[config.mk]
export PLATFORM = sky130hd
export DESIGN_NAME = oam_dma_arbiter_flat
export DESIGN_NICKNAME = d
export VERILOG_FILES = /design/src/rtl/oam_dma_if.sv /design/src/rtl/oam_dma_arbiter.sv /design/src/flat_wrapper.sv
export SDC_FILE = /design/constraint.sdc
export NUM_CORES = 1
export LEC_CHECK = 0
export BUFFER_PORTS_ARGS = -buffer_cell sky130_fd_sc_hd__buf_2
export CAP_MARGIN = 20
export CORE_UTILIZATION = 45
export DETAILED_ROUTE_END_ITERATION = 10
export MAX_ROUTING_LAYER = met4
export PLACE_DENSITY = 0.8
export SLEW_MARGIN = 20
export SYNTH_ARGS = -nofsm -noshare
export SYNTH_HDL_FRONTEND = slang
export SYNTH_SLANG_ARGS = --single-unit
[constraint.sdc]
create_clock -name clk -period 2.7 [get_ports clk]
set_clock_uncertainty 0.1 [all_clocks]
set_input_delay 0.27 -clock clk [delete_from_list [all_inputs] [get_ports clk]]
set_output_delay 0.27 -clock clk [all_outputs]
set_load 0.03 [all_outputs]
[src/rtl/oam_dma_if.sv]
// Bus bundle for the OAM DMA arbiter: CPU-side bus, external memory bus and
// the OAM write port. The arbiter takes the slave view; the environment that
// drives the CPU and the memory takes the master view.
interface oam_dma_if;
    logic        mcyc;
    logic [15:0] cpu_adr;
    logic [7:0]  cpu_dout;
    logic        cpu_p_rd;
    logic        cpu_p_wr;
    logic [7:0]  cpu_din;
    logic [15:0] adr;
    logic [7:0]  dout;
    logic [7:0]  din;
    logic        p_rd;
    logic        n_rd;
    logic        p_wr;
    logic        n_wr;
    logic [7:0]  oam_adr;
    logic [7:0]  oam_wdata;
    logic        oam_we;
    logic        dma_active;

    modport slave (
        input  mcyc, cpu_adr, cpu_dout, cpu_p_rd, cpu_p_wr, din,
        output cpu_din, adr, dout, p_rd, n_rd, p_wr, n_wr,
               oam_adr, oam_wdata, oam_we, dma_active
    );

    modport master (
        output mcyc, cpu_adr, cpu_dout, cpu_p_rd, cpu_p_wr, din,
        input  cpu_din, adr, dout, p_rd, n_rd, p_wr, n_wr,
               oam_adr, oam_wdata, oam_we, dma_active
    );
endinterface

[src/rtl/oam_dma_arbiter.sv]
// OAM DMA arbiter: owns the $FF46 register and, after a write to it, copies
// DMA_LEN bytes from {src,00} into OAM, one byte per M-cycle, while holding
// the external bus away from the CPU (only FF00-FFFF stays reachable).
// Optional macro OAM_DMA_BUS_CONFLICT_EN: blocked CPU reads return the byte
// the DMA is fetching instead of FFh.
module oam_dma_arbiter #(
    parameter int DMA_LEN     = 160,
    parameter int START_DELAY = 1
) (
    input  logic       clk,
    input  logic       reset,
    oam_dma_if.slave   bus
);
    typedef enum logic [1:0] {IDLE, START, XFER} state_t;

    localparam logic [7:0]  LAST_IDX   = 8'(DMA_LEN - 1);
    localparam logic [7:0]  DELAY_INIT = 8'(START_DELAY);
    localparam logic [15:0] DMA_REG    = 16'hFF46;

    state_t     state_q, state_d;
    logic [7:0] src_q, src_d;
    logic [7:0] count_q, count_d;
    logic [7:0] delay_q, delay_d;
    logic       oam_we_q, oam_we_d;
    logic [7:0] oam_adr_q, oam_adr_d;
    logic [7:0] oam_wdata_q, oam_wdata_d;

    logic       reg_wr;
    logic       cpu_hi;
    logic       cpu_hi_access;
    logic       dma_owns_bus;
    logic [7:0] eff_src;

    assign reg_wr        = bus.mcyc && bus.cpu_p_wr && (bus.cpu_adr == DMA_REG);
    assign cpu_hi        = (bus.cpu_adr[15:8] == 8'hFF);
    assign cpu_hi_access = cpu_hi && (bus.cpu_p_rd || bus.cpu_p_wr);
    assign dma_owns_bus  = (state_q == XFER) && !cpu_hi_access;
    // Sources E0-FF alias down onto C0-DF (echo RAM); the register keeps the raw value.
    assign eff_src       = (src_q >= 8'hE0) ? (src_q - 8'h20) : src_q;

    // State and datapath registers; all next values come from the block below.
    always_ff @(posedge clk) begin
        // NOTE: non-blocking assignments so every register sees pre-edge values.
        if (reset) begin
            state_q     <= IDLE;
            src_q       <= 8'h00;
            count_q     <= 8'h00;
            delay_q     <= 8'h00;
            oam_we_q    <= 1'b0;
            oam_adr_q   <= 8'h00;
            oam_wdata_q <= 8'h00;
        end else begin
            state_q     <= state_d;
            src_q       <= src_d;
            count_q     <= count_d;
            delay_q     <= delay_d;
            oam_we_q    <= oam_we_d;
            oam_adr_q   <= oam_adr_d;
            oam_wdata_q <= oam_wdata_d;
        end
    end

    // Next-state logic: register write restarts from anywhere, otherwise advance on mcyc.
    always_comb begin
        // NOTE: every signal gets a default first so no path can infer a latch.
        state_d     = state_q;
        src_d       = src_q;
        count_d     = count_q;
        delay_d     = delay_q;
        oam_we_d    = 1'b0;
        oam_adr_d   = oam_adr_q;
        oam_wdata_d = oam_wdata_q;

        if (reg_wr) begin
            // The bus carries the CPU write this M-cycle, so no byte is copied.
            src_d   = bus.cpu_dout;
            delay_d = DELAY_INIT;
            count_d = 8'h00;
            state_d = START;
        end else if (bus.mcyc) begin
            unique case (state_q)
                START: begin
                    // A delay of zero still spends one M-cycle in START.
                    if (delay_q <= 8'd1) begin
                        delay_d = 8'h00;
                        count_d = 8'h00;
                        state_d = XFER;
                    end else begin
                        delay_d = delay_q - 8'd1;
                    end
                end
                XFER: begin
                    oam_we_d    = 1'b1;
                    oam_adr_d   = count_q;
                    oam_wdata_d = bus.din;
                    if (count_q == LAST_IDX) begin
                        count_d = 8'h00;
                        state_d = IDLE;
                    end else begin
                        count_d = count_q + 8'd1;
                    end
                end
                default: ;
            endcase
        end
    end

    // External bus mux and CPU read-data return.
    always_comb begin
        if (dma_owns_bus) begin
            bus.adr  = {eff_src, count_q};
            bus.dout = 8'h00;
            bus.p_rd = 1'b1;
            bus.p_wr = 1'b0;
        end else begin
            bus.adr  = bus.cpu_adr;
            bus.dout = bus.cpu_dout;
            bus.p_rd = bus.cpu_p_rd;
            bus.p_wr = bus.cpu_p_wr;
        end

        if ((state_q == XFER) && !cpu_hi) begin
`ifdef OAM_DMA_BUS_CONFLICT_EN
            bus.cpu_din = bus.din;
`else
            bus.cpu_din = 8'hFF;
`endif
        end else if (bus.cpu_adr == DMA_REG) begin
            bus.cpu_din = src_q;
        end else begin
            bus.cpu_din = bus.din;
        end
    end

    assign bus.n_rd       = ~bus.p_rd;
    assign bus.n_wr       = ~bus.p_wr;
    assign bus.oam_we     = oam_we_q;
    assign bus.oam_adr    = oam_adr_q;
    assign bus.oam_wdata  = oam_wdata_q;
    assign bus.dma_active = (state_q == XFER);
endmodule

[src/flat_wrapper.sv]
// flat-port wrapper written by rule: the top's interface ports become plain ports
module oam_dma_arbiter_flat 
#(
    parameter int DMA_LEN     = 160,
    parameter int START_DELAY = 1
)
  (clk, reset, bus_mcyc, bus_cpu_adr, bus_cpu_dout, bus_cpu_p_rd, bus_cpu_p_wr, bus_din, bus_cpu_din, bus_adr, bus_dout, bus_p_rd, bus_n_rd, bus_p_wr, bus_n_wr, bus_oam_adr, bus_oam_wdata, bus_oam_we, bus_dma_active);
  oam_dma_if bus_i ();
  input  logic clk;
  input  logic reset;
  input wire logic [$bits(bus_i.mcyc)-1:0] bus_mcyc;
  input wire logic [$bits(bus_i.cpu_adr)-1:0] bus_cpu_adr;
  input wire logic [$bits(bus_i.cpu_dout)-1:0] bus_cpu_dout;
  input wire logic [$bits(bus_i.cpu_p_rd)-1:0] bus_cpu_p_rd;
  input wire logic [$bits(bus_i.cpu_p_wr)-1:0] bus_cpu_p_wr;
  input wire logic [$bits(bus_i.din)-1:0] bus_din;
  output wire logic [$bits(bus_i.cpu_din)-1:0] bus_cpu_din;
  output wire logic [$bits(bus_i.adr)-1:0] bus_adr;
  output wire logic [$bits(bus_i.dout)-1:0] bus_dout;
  output wire logic [$bits(bus_i.p_rd)-1:0] bus_p_rd;
  output wire logic [$bits(bus_i.n_rd)-1:0] bus_n_rd;
  output wire logic [$bits(bus_i.p_wr)-1:0] bus_p_wr;
  output wire logic [$bits(bus_i.n_wr)-1:0] bus_n_wr;
  output wire logic [$bits(bus_i.oam_adr)-1:0] bus_oam_adr;
  output wire logic [$bits(bus_i.oam_wdata)-1:0] bus_oam_wdata;
  output wire logic [$bits(bus_i.oam_we)-1:0] bus_oam_we;
  output wire logic [$bits(bus_i.dma_active)-1:0] bus_dma_active;
  assign bus_i.mcyc = bus_mcyc;
  assign bus_i.cpu_adr = bus_cpu_adr;
  assign bus_i.cpu_dout = bus_cpu_dout;
  assign bus_i.cpu_p_rd = bus_cpu_p_rd;
  assign bus_i.cpu_p_wr = bus_cpu_p_wr;
  assign bus_i.din = bus_din;
  assign bus_cpu_din = bus_i.cpu_din;
  assign bus_adr = bus_i.adr;
  assign bus_dout = bus_i.dout;
  assign bus_p_rd = bus_i.p_rd;
  assign bus_n_rd = bus_i.n_rd;
  assign bus_p_wr = bus_i.p_wr;
  assign bus_n_wr = bus_i.n_wr;
  assign bus_oam_adr = bus_i.oam_adr;
  assign bus_oam_wdata = bus_i.oam_wdata;
  assign bus_oam_we = bus_i.oam_we;
  assign bus_dma_active = bus_i.dma_active;
  oam_dma_arbiter #(.DMA_LEN(DMA_LEN), .START_DELAY(START_DELAY)) u_core (.clk(clk), .reset(reset), .bus(bus_i));
endmodule
# Word-level counts from Yosys, hierarchy flattened
# Index checks and enable logic that the tools add are counted.
[totals]
register_bits = 43
input_bits = 37
output_inout_bits = 54
wordCells = 67
[classes]
n_addsub = 3
magnitude_cmp = 2
eq_ne = 9
n_mux = 20
bitwise = 4
n_reduce_logical = 20
[op_table]
columns = ["cell", "n"]
rows = [
  ["2-to-1 mux 8 bit", 7],
  ["== test 16 bit, second input constant", 1],
  ["== test 8 bit, second input constant", 2],
  ["2-to-1 mux 16 bit", 1],
  ["one-hot mux 8 bit (2 select lines)", 1],
  ["adder 8 x 1 -> 8 bit, second input constant", 1],
  [">= comparator 8 bit, second input constant", 1],
  ["<= comparator 8 x 1 -> 1 bit, second input constant", 1],
  ["2-to-1 mux 1 bit", 8],
  ["AND reduction 4 bit", 2],
  ["subtractor 8 x 1 -> 8 bit, second input constant", 1],
  ["subtractor 8 x 6 -> 8 bit, second input constant", 1],
  ["!= test 3 x 1 -> 1 bit, second input constant", 2],
  ["AND reduction 3 bit", 2],
  ["nonzero test 2 bit", 3],
  ["logical AND 1 bit", 5],
  ["2-to-1 mux 2 bit", 2],
  ["!= test 2 x 1 -> 1 bit, second input constant", 2],
  ["inverter 1 bit", 4],
  ["one-hot mux 2 bit (2 select lines)", 1],
  ["AND reduction 2 bit", 2],
  ["nonzero test 3 bit", 1],
  ["OR reduction 3 bit", 1],
  ["== test 2 x 1 -> 1 bit, second input constant", 1],
  ["4 further kinds", 5],
]

# Longest topological paths before layout
# Gate-level depths: netlist of run 1.
[logic_depth]
depth_word = 6
mapped_depth = 7
depth_no_buf = 7

# Least setup slack after synthesis of run 1
# Ideal clock, no wire load.
[synth_path]
path_kind = "register to output"
from = "register u_core.state_q[0]"
to = "output port bus_adr[13]"
arrival_time_ns = 1.989
required_time_ns = 2.330
path_slack_ns = 0.341
path_stages_with_launch = 6
path_buffers = 1
cell_sequence = "dfxtp_1 > inv_1 > ha_1 > o21ai_1 > clkbuf_1 > o21ai_0"
[synth_via]
elab_chain_cells = 3
[synth_lines]
columns = ["item", "line_no", "text"]
rows = [
  ["start, declared", "oam_dma_arbiter.sv:20", "state_t state_q, state_d;"],
  ["start signal, assigned", "oam_dma_arbiter.sv:53", "state_q <= state_d;"],
  ["== test 2 bit", "n/a", ""],
  ["via bus_dma_active", "flat_wrapper.sv:27", "output wire logic [$bits(bus_i.dma_active)-1:0] bus_dma_active;"],
  ["logical AND 1 bit", "oam_dma_arbiter.sv:37", "assign dma_owns_bus = (state_q == XFER) && !cpu_hi_access;"],
  ["2-to-1 mux 16 bit", "oam_dma_arbiter.sv:110", "if (dma_owns_bus) begin"],
  ["end, declared", "flat_wrapper.sv:18", "output wire logic [$bits(bus_i.adr)-1:0] bus_adr;"],
]
# The timed path passes the listed nets, and every way through them passes these cells.

# Worst setup path in the final report of run 1
[layout_path]
from = "register u_core.delay_q[3]"
to = "register u_core.count_q[7]"
[layout_via]
elab_chain_cells = 3
[layout_lines]
columns = ["item", "line_no", "text"]
rows = [
  ["start, declared", "oam_dma_arbiter.sv:23", "logic [7:0] delay_q, delay_d;"],
  ["start signal, assigned", "oam_dma_arbiter.sv:56", "delay_q <= delay_d;"],
  ["<= comparator 8 x 1 -> 1 bit", "oam_dma_arbiter.sv:84", "if (delay_q <= 8'd1) begin"],
  ["!= test 2 x 1 -> 1 bit (no source line)", "n/a", ""],
  ["AND reduction 3 bit (no source line)", "n/a", ""],
  ["end signal, assigned", "oam_dma_arbiter.sv:55", "count_q <= count_d;"],
  ["end, declared", "oam_dma_arbiter.sv:22", "logic [7:0] count_q, count_d;"],
]
# No other way between the ends.
# A chain may end at the register's enable or synchronous reset.

==> impl.org, run 1 <==
** GRT
- Global routing finished with a remaining overflow of 0.
- The number of antenna violations at the first check in global routing was 0.
- GR Util All Layers :: 23.9%
- Largest net degree at the start of global routing :: 30
- The first global-routing pass estimated 9470 um of wire.
- The via count of the first global-routing pass came to 2060.

** Finish
- Top library cells by usage in the layout, fill and taps aside :: 90 x sky130_fd_sc_hd__buf_2, 43 x sky130_fd_sc_hd__dfxtp_1, 38 x sky130_fd_sc_hd__nand2_1, 26 x sky130_fd_sc_hd__nor2_1, 22 x sky130_fd_sc_hd__a21oi_1
- Diodes inserted :: 0
- The area growth from synthesis to layout is 26.8%.
- Area of all sequential standard cells :: 861 sq um
- Number of filler instances in the final layout :: 443
- Ratio of cells with drive above 1 in the final layout :: 35.4%
- Most common cell after layout, fill and taps aside :: sky130_fd_sc_hd__buf_2
- At the end of the flow, the number of nets in the layout was 398.
- Area of the multi-input gates :: 1340 sq um

** Die
- In this run the horizontal extent of the chip is 73.1 um.
- During I/O placement, the number of pins put on the boundary was 91.
- In this run the standard cell core region covers 4790 sq um.
- Once the floorplan was initialized, standard cells occupied 47.5% of the core.
- Count of standard-cell rows :: 25
- The die covers 5340 sq um.
- The floorplan step set the die height to 73.1 um.

** Worst setup path
- Data on the critical path is required at its endpoint by 2.83 ns.
- The worst setup path is launched from a flop.
- Data arrival time at the worst-slack endpoint :: 2.53 ns
- STA classifies the critical path endpoint as a flop.
- The critical path is of the flop to flop type.
- Critical-path top delay cell :: sky130_fd_sc_hd__or4_4
- For this run, the slowest stage of the critical path takes 0.58 ns.
- List of cells traversed by the critical path :: or4_4 > o41ai_4 > nand3_2 > or4_1 > a21oi_1
- Max FO, Critical Path :: 6

** STA
- Setup repair after global routing left no endpoint under its margin.
- The final-report max-slew violation count is 0.
- Final setup fails :: 0
- Max Clock Freq :: 0.416 GHz
- The smallest clock period supported by the final layout is computed as 2.41 ns.
- Worst slew margin relative to its limit :: 53.7%
- Final clock period utilization by the worst path :: 89.1%
- Hold timing on the final database bottoms out at a slack of 0.116 ns.
- At the pin with the least slew margin, the transition time is 0.693 ns.
- Count of endpoints failing hold in the final timing report :: 0
- Summed over all failing endpoints, the final setup total negative slack is 0 ns.

** Route
- The first routing iteration left 130 violations.
- Detailed routing inserted a total of 2217 vias.
- The final layout contains routed wiring with a total length of 5840 um.
- In the routed layout, each cell is associated on average with a via count of 5.24.
- Routed wirelength normalized by instance count :: 13.8 um
- For this run, design rule violations remaining after detail routing come to 0.
- For this run, the detailed router's first-pass iteration total came to 4.
- Detail Route Antenna Nets :: 0

** Synth
- In this run, synthesis inferred 0 flip-flops with an integrated enable.
- Among all flip-flop cells after synthesis, the most frequent one is sky130_fd_sc_hd__dfxtp_1.
- After synthesis, the mean cell area works out to 8.51 sq um.
- Area of the mapped netlist :: 2270 sq um
- Distinct cell type count after synthesis :: 43
- For this run, asynchronously set or reset flops after synthesis account for 0%.
- Cell count after synthesis :: 267
- For this run, the register share of the synthesized area comes to 37.9%.
- When the netlist entered floorplanning its net count stood at 310.
- Synthesis Warnings :: 0
- Counting flops and latches in the post-synthesis netlist gives 43.

** CTS
- Clock-pin slew was measured on the worst setup and hold paths at 0.08 ns.
- The tree is rooted in a sky130_fd_sc_hd__clkbuf_8.
- TritonCTS sink count :: 43
- Clock Latency Late Sink :: 0.30 ns
- Number of H-tree levels :: 2
- Total setup buffers inserted after CTS :: 0
- In this run, post-CTS repair resized a total of 0 instances.
- TritonCTS built the clock tree.
- Buffer levels on the longest clock path :: 2
- Buffers inserted to repair hold after CTS numbered 0.
- TritonCTS Buffers :: 5

** Placed design
- At the end of routability-driven placement, the weighted congestion stood at 0.893.
- Detailed placement ended at an HPWL of 4530 um.
- The count of buffers added on input and output ports is 90.

** Run status
- The flow ran to the end, and the final reports show no timing, DRC or antenna violations.

** Power and ir drop
- For this design the static power due to leakage is 1.20 nW.
- For this design the ratio of total power to cell area is 412 nW/um^2.
- Across the VDD grid, the largest voltage drop is 306 uV.

** Run
- The tool flagged a number of max-cap violations equal to 0.

** Worst hold path
- Class of the tightest hold or removal check :: primary input to flop
per-layer routing:
metal	vias to the layer above	wire length, um	global-route usage [%]
met5	-	0	-
li1	1112	-	-
met2	67	2890	38.4
met4	0	80	8.71
met3	9	282	5.94
met1	1029	2580	29.1
cells in the mapped netlist, drive strengths merged (3+ instances only):
master   n  area share [%]
dfxtp   43              38
nand2   38             6.3
nor2    26             4.3
a21oi   23             5.2
mux2i   16             7.0
mux2    13             6.4
clkbuf  11             1.8
o21ai   11             2.4
and2    10             2.8
inv      8             1.3
nand3    7             1.8
ha       6             3.3
o22a     6             2.3
or2      4             1.1
and4     3             1.2
nand2b   3            0.83
nor4     3            0.83
or4      3             1.2
xnor2    3             1.2
power breakdown:
| part | switching [mW] | leakage (nW) | internal, mW | total (mW) |
|---|---|---|---|---|
| combinational | 0.103 | 0.807 | 0.0552 | 0.158 |
| sequential | 0.00000176 | 0.346 | 0.633 | 0.633 |
| clock | 0.219 | 0.0477 | 0.177 | 0.396 |
cell families after synthesis:
logic type / after synthesis / synth area share (%)
AOI/OAI and AO/OA: 49 / 14.3
xor gates and xnor gates: 5 / 1.93
adders and majority gates: 6 / 3.30
buffers and inverters: 21 / 3.58
DFF: 43 / 37.9
muxes: 29 / 13.5
and+or+nand+nor: 114 / 25.6
metrics by stage:
stage	instances	setup WS [ns]	util, %	total power [mW]	instance area [sq um]
CTS	423	0.302	60.0	1.20	2870
global route	423	0.170	60.2	1.23	2880
floorplan	267	0.341	-	0.745	2270
detailed placement	415	0.321	58.3	0.806	2790
global placement	415	0.341	58.3	0.805	2790
finish	423	0.294	60.2	1.19	2880
critical path: cells and delay by family, from the launching register on:
kind / cells / cell delay (ns)
DFF: 1 / 0.36
and+or+nand+nor: 3 / 1.29
AOI/OAI and AO/OA: 2 / 0.59
state kept, by name (all words and copies together) (netlist names):
register and count:
u_core.count_q 8, u_core.bus.oam_adr 8, u_core.delay_q 8, u_core.bus.oam_we 1
u_core.bus.oam_wdata 8, u_core.src_q 8, u_core.state_q 2
layout make-up:
class	instances	area share, %
tap	67	2.91
timing repair buffer	94	16.7
clock inverter	3	0.521
multi-input combinational	203	46.6
inverter	8	1.04
clock buffer	5	2.39
sequential	43	29.9
final timing paths:
| kind | from | end | slack, ns | depth (start not counted) |
|---|---|---|---|---|
| setup / recovery | u_core.delay_q[3] | u_core.count_q[7] | 0.29 | 5 |
| hold / removal | bus_cpu_dout[2] | u_core.src_q[2] | 0.12 | 3 |
| setup reg to reg | u_core.delay_q[3] | u_core.count_q[7] | 0.29 | 5 |
| hold reg to reg | u_core.src_q[3] | u_core.src_q[3] | 0.39 | 2 |
No activity file was read; power rests on OpenSTA's default activity.
==> inputs of run 2 (changes only) <==
==> constraint.sdc (replaced) <==
create_clock -name clk -period 2.7 [get_ports clk]
set_clock_uncertainty 0.1 [all_clocks]
set_input_delay 0.135 -clock clk [delete_from_list [all_inputs] [get_ports clk]]
set_output_delay 0.135 -clock clk [all_outputs]
set_load 0.03 [all_outputs]
==> run 2 against run 1 <==
Compared with the run above: via count grew 3.0%; wire length grew 2.4%; critical path depth is the same; core utilization grew 3.0 points; critical path type unchanged.
==> impl.org, run 2 (same netlist as run 1, synthesis figures left out) <==
** Power and ir drop
- The worst supply voltage drop on vdd was 290 uV (-5.3%).
- Internal power :: 1.07 mW (+23%)
- Net Sw Frac :: 23.4% (-3.7 points)
- Areal power density over the cells :: 461 nW/um^2 (+12%)
- The clock network power share is 42.4% (+9.1 points).
- The combinational power share was 12.2% (-1.1 points).
- The share of total power in sequential cells came to 45.4% (-7.9 points).
- The static leakage is 1.25 nW (+4.5%).
- The switching power was 0.327 mW (+1.6%).

** Die
- The horizontal extent of the die is 73.1 um (unchanged).
- Placeable core area :: 4790 sq um (unchanged)
- The number of core rows came to 25 (unchanged).
- Die area :: 5340 sq um (unchanged)
- Initial cell density of the core :: 47.5% (unchanged)
- The die span in y came to 73.1 um (unchanged).
- I/O pin total :: 91 (unchanged)

** CTS
- The total clock buffers created by CTS was 5 (unchanged).
- Number of H-tree levels :: 2 (unchanged)
- Clock Latency Late Sink :: 0.30 ns (about the same)
- The post-CTS resize count is 0 (unchanged).
- In this run the clock root is driven by a sky130_fd_sc_hd__clkbuf_8.
- The maximum number of buffers from clock root to sink was 2 (unchanged).
- Worst-path clk slew :: 0.09 ns (about the same)
- TritonCTS built the clock tree.
- The count of clock tree sinks came to 43 (unchanged).

** Worst setup path
- The largest stage delay on the critical path came to 0.57 ns (about the same).
- Type of the worst setup path :: flop to flop
- Endpoint type of the worst setup path :: flop
- The critical path buffer and inverter count came to 0 (unchanged).
- In this design, the largest share of critical-path delay is due to simple AND/OR/NAND/NOR gates.
- The required time reported for the critical path endpoint was 2.83 ns (about the same).
- The worst register-to-register path begins at u_core.delay_q[3].
- STA classifies the critical path startpoint as a flop.
- The critical path goes through or4_4 > o41ai_4 > nand3_2 > or4_1 > a21oi_1.
- Worst reg2reg endpoint :: u_core.count_q[6]
- Max FO, Critical Path :: 6 (unchanged)
- The flop-to-flop setup slack came to 0.31 ns (about the same).
- The data arrival at the endpoint of the critical path is 2.52 ns (about the same).
- The depth of the most critical reg-to-reg path was 5 (unchanged).
- Critical-path top delay cell :: sky130_fd_sc_hd__or4_4

** Placed design
- The minimum setup slack after placement came to 0.334 ns (+0.0128 ns).
- The weighted congestion at the end of routability-driven global placement was 0.873 (-2.3%).
- The count of buffers from port buffering is 90 (unchanged).
- Placed cells :: 414 (-0.24%)
- The detailed placer's ending HPWL came to 4320 um (-4.5%).

** Worst hold path
- Class of the tightest hold or removal check :: primary input to flop
- Cells on Worst Hold Path :: 3 (unchanged)
- The startpoint identified for the worst hold timing path is bus_din[6].
- For hold timing, the worst endpoint is u_core.bus.oam_wdata[6].

** Route
- Via-per-instance ratio :: 5.29 (+0.88%)
- First-pass detailed-route iteration total :: 5 (+1)
- Initial drt markers :: 115 (-12%)
- The post-detailed-route DRC marker count is 0 (unchanged).
- The average wire per cell in the routed design was 13.8 um (+0.27%).
- Detail Route Antenna Nets :: 0 (unchanged)
- Via count :: 2284 (+3.0%)
- Sum of routed wire length over all layers :: 5980 um (+2.4%)

** STA
- The worst-case hold slack is 0.00179 ns (-0.114 ns).
- Minimum setup slack in the final design :: 0.308 ns (+0.0136 ns)
- Setup repair after global routing left no endpoint under its margin.
- Worst slew margin relative to its limit :: 53.7% (about the same)
- Number of slew-limit violations in the final report :: 0 (unchanged)
- The final hold violation count is 0 (unchanged).
- Final setup fails :: 0 (unchanged)
- The part of the cycle the worst path needs is 88.6% (-0.50 points).
- Max Clock Freq :: 0.418 GHz (+0.57%)
- The final total negative setup slack came to 0 ns (unchanged).
- The shortest clock period the worst path allows after layout was 2.39 ns (-0.0136 ns).
- Worst Max-Slew Pin Slew :: 0.693 ns (+0.000281 ns)

** Finish
- Ratio of cells with drive above 1 in the final layout :: 34.0% (-1.4 points)
- The utilization after layout is 63.1% (+3.0 points).
- The final-stage net count came to 407 (+2.3%).
- The top cell types in the final layout, fill and taps aside, are 90 x sky130_fd_sc_hd__buf_2, 43 x sky130_fd_sc_hd__dfxtp_1, 38 x sky130_fd_sc_hd__nand2_1, 26 x sky130_fd_sc_hd__nor2_1, 22 x sky130_fd_sc_hd__a21oi_1.
- Leaving out fill and tap cells, the most frequent cell in the layout is sky130_fd_sc_hd__buf_2.
- Relative to the synthesized area, the layout overhead comes to 33.0%.
- Diodes inserted :: 0 (unchanged)
- Final non-filler cell total :: 432 (+2.1%)

** GRT
- GR Util All Layers :: 24.8% (+0.85 points)
- The number of antenna violations at the first check in global routing came to 0 (unchanged).
- Via count of the first global-routing pass :: 2108 (+2.3%)
- The global-route wire length before repair is 9920 um (+4.7%).
- The aggregate global routing overflow was 0 (unchanged).
- The maximum number of pins on one net before global-route repair is 30 (unchanged).

** Run
- Maximum Capacitance Violations :: 0 (unchanged)

** Run status
- Run status :: completed
-- run 2: changes by cell type in the layout (fill, tap and decap cells not counted), sizes merged --
cell         delta
buf             -1
bufinv          +2
clkinv          -3
clkbuf          +1
dlygate4sd3    +10
-- run 2: per-layer routing --
metal  global-route usage (%)  wire (um)  vias up
li1                         -          -     1131
met1                     30.6       2700     1073
met2                     39.4       2870       69
met3                     5.94        281       11
met4                     8.71        127        0
met5                        -          0        -
-- run 2: through the flow --
stage / cell area, sq um / power, mW
2_1_floorplan: 2270 / 0.745
3_3_place_gp: 2780 / 0.805
3_5_place_dp: 2780 / 0.806
4_1_cts: 3010 / 1.40
5_1_grt: 3020 / 1.44
6_report: 3020 / 1.39
-- run 2: worst min-delay path, delay by kind of cell --
| kind | cells | cell delay, ns |
|---|---|---|
| mux | 1 | 0.06 |
| simple gates | 1 | 0.08 |
| buf+inv | 1 | 0.09 |
-- run 2: worst max path at each step --
stage               depth (start not counted)         startpoint                end  slack (ns)
finish                                      5  u_core.delay_q[3]  u_core.count_q[6]        0.31
global route                                6  u_core.state_q[0]  u_core.count_q[7]        0.10
CTS                                         5  u_core.delay_q[3]  u_core.count_q[6]        0.31
detailed placement                          5  u_core.delay_q[3]  u_core.count_q[7]        0.33
global placement                            5  u_core.delay_q[3]  u_core.count_q[7]        0.40
floorplan                                   5  u_core.state_q[0]        bus_adr[13]        0.48
-- run 2: repair_timing --
action	in CTS	in global routing
hold endpoints to repair	10	0
buffers inserted	0	0
hold buffers	10	0
-- run 2: cell type report --
type	instances	area (sq um)
clock inverters	2	60.1
repair buffers	103	573
clock buffers	6	72.6
fillers	419	1760
flip-flops and latches	43	861
well taps	67	83.8
inverters	8	30.0
multi-input cells	203	1340
-- run 2: power groups by stage --
| stage | Clock (mW) | Combinational (mW) | Sequential (mW) |
|---|---|---|---|
| 6_report | 0.591 | 0.170 | 0.633 |
| 5_1_grt | 0.629 | 0.180 | 0.634 |
| 4_1_cts | 0.597 | 0.169 | 0.633 |
| 3_5_place_dp | 0 | 0.157 | 0.648 |
| 3_3_place_gp | 0 | 0.157 | 0.648 |
| 2_1_floorplan | 0 | 0.0962 | 0.648 |
